==> config.mk <==
export PLATFORM = sky130hd
export DESIGN_NAME = bcdu_instr_executor
export DESIGN_NICKNAME = d
export VERILOG_FILES = /design/src/rtl/bcdu_instr_executor.sv
export SDC_FILE = /design/constraint.sdc
export NUM_CORES = 1
export LEC_CHECK = 0
export ABC_CLOCK_PERIOD_IN_PS = 7550
export CORE_MARGIN = 4
export CORE_UTILIZATION = 30
export DETAILED_ROUTE_END_ITERATION = 8
export GPL_TIMING_DRIVEN = 0
export PLACE_DENSITY = 0.55
export SYNTH_ARGS = -nofsm -noshare
export SYNTH_HDL_FRONTEND = slang
export SYNTH_SLANG_ARGS = --single-unit
==> constraint.sdc <==
create_clock -name i_clk -period 7.55 [get_ports i_clk]
set_input_delay 1.1325 -clock i_clk [delete_from_list [all_inputs] [get_ports i_clk]]
set_output_delay 1.1325 -clock i_clk [all_outputs]
set_load 0.02 [all_outputs]
==> src/rtl/bcdu_instr_executor.sv <==
// BCD calculator executor: digit entry, operand stack, digit-serial add/sub.
// Define BCDU_SUB_EN to build SUB (opcode 4); otherwise opcode 4 is illegal.
module bcdu_instr_executor #(
  parameter int NUM_DIGITS  = 4,
  parameter int STACK_DEPTH = 4
) (
  input  logic                             i_clk,
  input  logic                             i_rst_n,
  input  logic                             i_bcdu_valid,
  input  logic [15:0]                      i_bcdu_instr,
  output logic                             o_ready,
  output logic                             o_done,
  output logic [4*NUM_DIGITS-1:0]          o_value,
  output logic [$clog2(STACK_DEPTH+1)-1:0] o_depth,
  output logic [1:0]                       o_err
);
  localparam int W  = 4 * NUM_DIGITS;
  localparam int DW = $clog2(STACK_DEPTH + 1);
  localparam int CW = $clog2(NUM_DIGITS + 1);

  typedef enum logic [1:0] {IDLE, EXEC, WB} state_t;
  state_t state, state_nx;

  logic [W-1:0]  stk [STACK_DEPTH];
  logic [W-1:0]  entry, opa, opb, res;
  logic          entry_active, carry, done_q;
  logic [CW-1:0] ent_cnt, cyc;
  logic [DW-1:0] depth;
  logic [1:0]    err;

  logic [3:0] op, dig, dr;
  logic       accept, arith_ok, exec_start, c_nx;
  logic       op_nop, op_digit, op_enter, op_arith, op_clr, op_drop;
  logic [4:0] sum;
  logic [7:0] unused_bits;
`ifdef BCDU_SUB_EN
  logic       is_sub;
  logic [4:0] diff;
`endif

  function automatic logic [1:0] raise(input logic [1:0] cur,
                                       input logic [1:0] code);
    return (cur == 2'd0) ? code : cur;
  endfunction

  assign op          = i_bcdu_instr[15:12];
  assign dig         = i_bcdu_instr[3:0];
  assign unused_bits = i_bcdu_instr[11:4];
  assign accept      = i_bcdu_valid && (state == IDLE);
  assign arith_ok    = depth >= DW'(2);
  assign exec_start  = accept && op_arith && arith_ok;

  always_comb begin
    op_nop   = (op == 4'd0);
    op_digit = (op == 4'd1);
    op_enter = (op == 4'd2);
    op_arith = (op == 4'd3);
`ifdef BCDU_SUB_EN
    op_arith = op_arith || (op == 4'd4);
`endif
    op_clr   = (op == 4'd5);
    op_drop  = (op == 4'd6);
  end

  // One BCD digit per EXEC cycle, least significant first
  always_comb begin
    sum = {1'b0, opa[3:0]} + {1'b0, opb[3:0]} + {4'b0, carry};
    dr  = sum[3:0];
    c_nx = 1'b0;
    if (sum > 5'd9) begin
      dr   = 4'(sum - 5'd10);
      c_nx = 1'b1;
    end
`ifdef BCDU_SUB_EN
    diff = {1'b0, opa[3:0]} - {1'b0, opb[3:0]} - {4'b0, carry};
    if (is_sub) begin
      dr   = diff[3:0];
      c_nx = 1'b0;
      if (diff[4]) begin
        dr   = 4'(diff + 5'd10);
        c_nx = 1'b1;
      end
    end
`endif
  end

  always_ff @(posedge i_clk or negedge i_rst_n) begin
    if (!i_rst_n) state <= IDLE;
    else          state <= state_nx;
  end

  always_comb begin
    state_nx = state;
    unique case (state)
      IDLE:    if (exec_start) state_nx = EXEC;
      EXEC:    if (cyc == CW'(NUM_DIGITS - 1)) state_nx = WB;
      WB:      state_nx = IDLE;
      default: state_nx = IDLE;
    endcase
  end

  always_comb begin
    o_ready = (state == IDLE);
    o_done  = done_q || (state == WB);
    o_depth = depth;
    o_err   = err;
    if (entry_active)     o_value = entry;
    else if (depth != '0) o_value = stk[0];
    else                  o_value = '0;
  end

  always_ff @(posedge i_clk or negedge i_rst_n) begin
    if (!i_rst_n) begin
      for (int i = 0; i < STACK_DEPTH; i++) stk[i] <= '0;
      entry        <= '0;
      entry_active <= 1'b0;
      ent_cnt      <= '0;
      depth        <= '0;
      err          <= 2'd0;
      done_q       <= 1'b0;
      opa          <= '0;
      opb          <= '0;
      res          <= '0;
      carry        <= 1'b0;
      cyc          <= '0;
`ifdef BCDU_SUB_EN
      is_sub       <= 1'b0;
`endif
    end else begin
      done_q <= accept && !exec_start;
      if (accept) begin
        unique case (1'b1)
          op_nop: ;
          op_digit: begin
            if (dig > 4'd9) begin
              err <= raise(err, 2'd1);
            end else if (ent_cnt != CW'(NUM_DIGITS)) begin
              entry        <= (entry << 4) | W'(dig);
              ent_cnt      <= ent_cnt + CW'(1);
              entry_active <= 1'b1;
            end
          end
          op_enter: begin
            if (depth == DW'(STACK_DEPTH)) begin
              err <= raise(err, 2'd3);
            end else begin
              for (int i = 1; i < STACK_DEPTH; i++) stk[i] <= stk[i-1];
              stk[0]       <= entry;
              depth        <= depth + DW'(1);
              entry        <= '0;
              entry_active <= 1'b0;
              ent_cnt      <= '0;
            end
          end
          op_arith: begin
            if (!arith_ok) begin
              err <= raise(err, 2'd2);
            end else begin
              opa   <= stk[1];
              opb   <= stk[0];
              res   <= '0;
              carry <= 1'b0;
              cyc   <= '0;
`ifdef BCDU_SUB_EN
              is_sub <= (op == 4'd4);
`endif
            end
          end
          op_clr: begin
            for (int i = 0; i < STACK_DEPTH; i++) stk[i] <= '0;
            depth        <= '0;
            entry        <= '0;
            entry_active <= 1'b0;
            ent_cnt      <= '0;
            err          <= 2'd0;
          end
          op_drop: begin
            if (depth == '0) begin
              err <= raise(err, 2'd2);
            end else begin
              for (int i = 0; i < STACK_DEPTH - 1; i++) stk[i] <= stk[i+1];
              stk[STACK_DEPTH-1] <= '0;
              depth              <= depth - DW'(1);
            end
          end
          default: err <= raise(err, 2'd1);
        endcase
      end
      if (state == EXEC) begin
        opa   <= opa >> 4;
        opb   <= opb >> 4;
        res   <= {dr, res[W-1:4]};
        carry <= c_nx;
        cyc   <= cyc + CW'(1);
      end
      // Result only lands on the WB edge, so a reset never leaves a partial write
      if (state == WB) begin
        for (int i = 1; i < STACK_DEPTH - 1; i++) stk[i] <= stk[i+1];
        stk[STACK_DEPTH-1] <= '0;
        stk[0]             <= res;
        depth              <= depth - DW'(1);
`ifdef BCDU_SUB_EN
        if (carry) err <= raise(err, is_sub ? 2'd2 : 2'd3);
`else
        if (carry) err <= raise(err, 2'd3);
`endif
      end
    end
  end
endmodule

==> metrics.md <==
| Metric | Value |
|---|---|
| Largest net degree at the start of global routing | `97` |
| Static Leak | `roughly 0.0035 µW` |
| Post-Syn Area per Cell | `~9.6 µm²` |
| Met3 usage | `~3.3%` |
| Post-synth EDFFs | `0` |
| GR met1 Demand/Resource | `24.4%` |
| Register bit total from synthesis | `~140` |
| Commonest cells after routing, fill and taps aside | `144 x dfrtp_1, 107 x nand2_1, 84 x nor2_1` |
| Outcome | `complete, no violations` |
| Overall power | `3560 µW` |
| Vias/cell | `5.37` |
| Slew @ Worst Pin | `0.885 ns` |
| Detail Placement HPWL | `~15000 µm` |
| CTS Buf Count | `17` |
| Layer with the highest usage | `met2` |
| Setup Viol. Count Final | `0` |
| Drt pass-1 iters | `5` |
| Setup crit end kind | `output pin` |
| Crit path launch type | `flop` |
| Mapped Area | `6770 µm²` |
| Clock transition at path regs | `0.06 ns` |
| RSZ-0062 raised after global routing | `false` |
| Placer congestion estimate | `between 0.8 and 0.9` |
| DR vias | `roughly 5.6k` |
| DRC errors left | `0` |
| Fraction of registers with async set/reset | `100%` |
| Final Hold Fails | `0` |
| Period utilization | `a little under three fifths` |
| I/O pins | `42` |
| Vias in the first global route | `between 5k and 6k` |
| Synthesized instance count | `707` |
| Worst slew margin relative to its limit | `approximately 40%` |
| Cts hold-fix bufs | `0` |
| Final nets | `a little under 800` |
| GRT Total Usage | `around 17%` |
| PortBufs | `31` |
| Site Rows | `54` |
| Peak supply drop | `between 0.15 and 0.2 mV` |
| Netlist cell types | `47` |
| Max Slew Vio Count | `0` |
| Routed wire length | `slightly above 20000 µm` |
| H-tree depth | `4` |
| Ant diodes | `0` |
| Total gr overflow | `0` |
| Number of non-filler instances in the completed layout | `~1.1k` |
| Core area | `roughly 22000 µm²` |
| Post-layout minimum cycle time | `about 4.3 ns` |
| Syn Nets | `740` |
| Pre-CTS setup slack | `between 3 and 4 ns` |
| Die Span Y | `158 µm` |
| Final worst slack | `between 3 and 4 ns` |
| Die area | `around 25000 µm²` |
| Clock sinks | `144` |
| Number of setup buffers added after CTS | `0` |
| Clock root cell | `clkbuf_16` |
| Crit Path Class | `flop to output pin` |
| First-pass GRT wire length | `32800 µm` |
| Maximum clock rate | `approximately 230 MHz` |
| Worst path required time | `~6.4 ns` |
| CTS tree | `done` |
| HP Class | `flop to flop` |
| CTS resizes | `0` |
| M2 GR Usage | `between 20% and 30%` |
| Area delta synth->final | `18.8%` |
| Worst-path maximum fanout | `10` |
| Most common cell after layout, fill and taps aside | `dfrtp_1` |
| Post-DRT Antenna Nets | `0` |
| Clock Skew | `around 0.011 ns` |
| Initial Util | `between 30% and 40%` |
| Share of layout cells above drive strength 1 | `7.91%` |
| Clock latency on the worst-skew pair | `0.43 ns` |
| Register area share after synthesis | `between 50% and 60%` |
| # placed instances | `1019` |
| CTS max path bufs | `2` |
| WL/cell | `19.7 µm` |
| Initial DRC Count | `between 500 and 600` |
| Yosys warnings | `0` |
| Max-cap violations | `0` |
| DIE WIDTH | `around 160 µm` |
| Critical Path AT | `roughly 3.1 ns` |
| Most used DFF post-synth | `dfrtp_1` |
| Power Density | `between 400 and 500 nW/µm²` |
| Initial antenna violation count | `0` |
-- worst max-delay path, stage by stage (launching register included) --
cell	delay [ns]
dfrtp_1	0.43
inv_1	0.11
ha_1	0.29
a21oi_1	0.45
clkbuf_1	0.50
a22o_1	0.30
clkdlybuf4s50_1	0.63
-- where the power goes --
part	leakage [µW]	internal (µW)	total (µW)	switching, µW
combinational	0.00150	562	1250	692
clock	0.000283	512	843	332
sequential	0.00176	1090	1460	371
-- kinds of logic after synthesis --
logic type               Yosys count  synth area share (%)
XOR/XNOR                           2                 0.259
adder cells (fa/ha/maj)           14                  2.81
buffers and inverters             72                  4.77
multiplexers                       2                 0.296
AND/OR/NAND/NOR                  232                  14.4
flip-flops                       144                  53.2
AO/OA/AOI/OAI                    241                  24.2
-- synth_stat cells (all sizes together), types with 2 or more instances --
cell	instances	share of area (%)
xnor2	2	0.26
clkbuf	32	1.8
dfrtp	144	53
o31ai	2	0.43
nor3	4	0.37
o21bai	2	0.22
a22o	52	6.7
nand2b	3	0.28
inv	13	0.72
o21ai	25	1.8
or3b	3	0.39
a222oi	11	1.6
nand2	107	5.9
a31oi	31	2.9
nand3b	2	0.22
o211ai	2	0.22
and3	2	0.18
a21o	2	0.22
and2	4	0.37
nor2b	7	0.65
a22oi	31	3.4
a21oi	75	5.5
ha	12	2.2
mux2i	2	0.30
a221o	2	0.30
nand4	3	0.28
nand3	9	0.67
nor2	84	4.7
buf	27	2.3
fa	2	0.59
-- layout make-up --
| type | instances | area [µm²] |
|---|---|---|
| Fill cell | 2232 | 14000 |
| Tap cell | 280 | 350 |
| Clock inverter | 9 | 108 |
| Sequential cell | 144 | 3600 |
| Buffer | 59 | 274 |
| Multi-Input combinational cell | 491 | 2840 |
| Inverter | 13 | 48.8 |
| Timing Repair Buffer | 32 | 339 |
| Clock buffer | 23 | 478 |
-- final timing paths --
check                                 from         end  slack, ns  depth (start not counted)
worst max-delay path            o_depth[0]  o_value[6]       3.28                          6
worst min-delay path            ent_cnt[2]  ent_cnt[2]       0.48                          1
worst max register to register       carry     res[13]       4.53                          9
worst min register to register  ent_cnt[2]  ent_cnt[2]       0.48                          1
max in group asynchronous          i_rst_n     opa[11]       6.07                          2
min in group asynchronous          i_rst_n    o_err[0]       0.64                          1
-- state kept, by name, indices dropped and copies added (netlist names) --
register,cells
entry_active,1
opa,16
done_q,1
opb,16
carry,1
o_depth,3
o_err,2
res,16
ent_cnt,3
stk,64
cyc,3
state,2
entry,16
-- per-stage QoR --
stage | area, µm² | hold WS [ns] | TNS, ns | utilization [%]
floorplan | 6770 | 0.451 | 0 | -
global placement | 7430 | 0.474 | -98.42 | 33.7
detailed placement | 7460 | 0.472 | 0 | 33.9
CTS | 8040 | 0.479 | 0 | 36.5
global route | 8040 | 0.492 | 0 | 36.5
finish | 8040 | 0.475 | 0 | 36.5
-- metal layers --
metal  part of all wire, %  wire length [µm]  vias to the layer above
li1                      -                 -                     2633
met1                    47              9660                     2816
met2                    46              9570                      165
met3                   4.9              1010                       30
met4                   2.3               480                        0
met5                     0                 0                        -
Note: power is estimated with default switching activity, not from simulation.
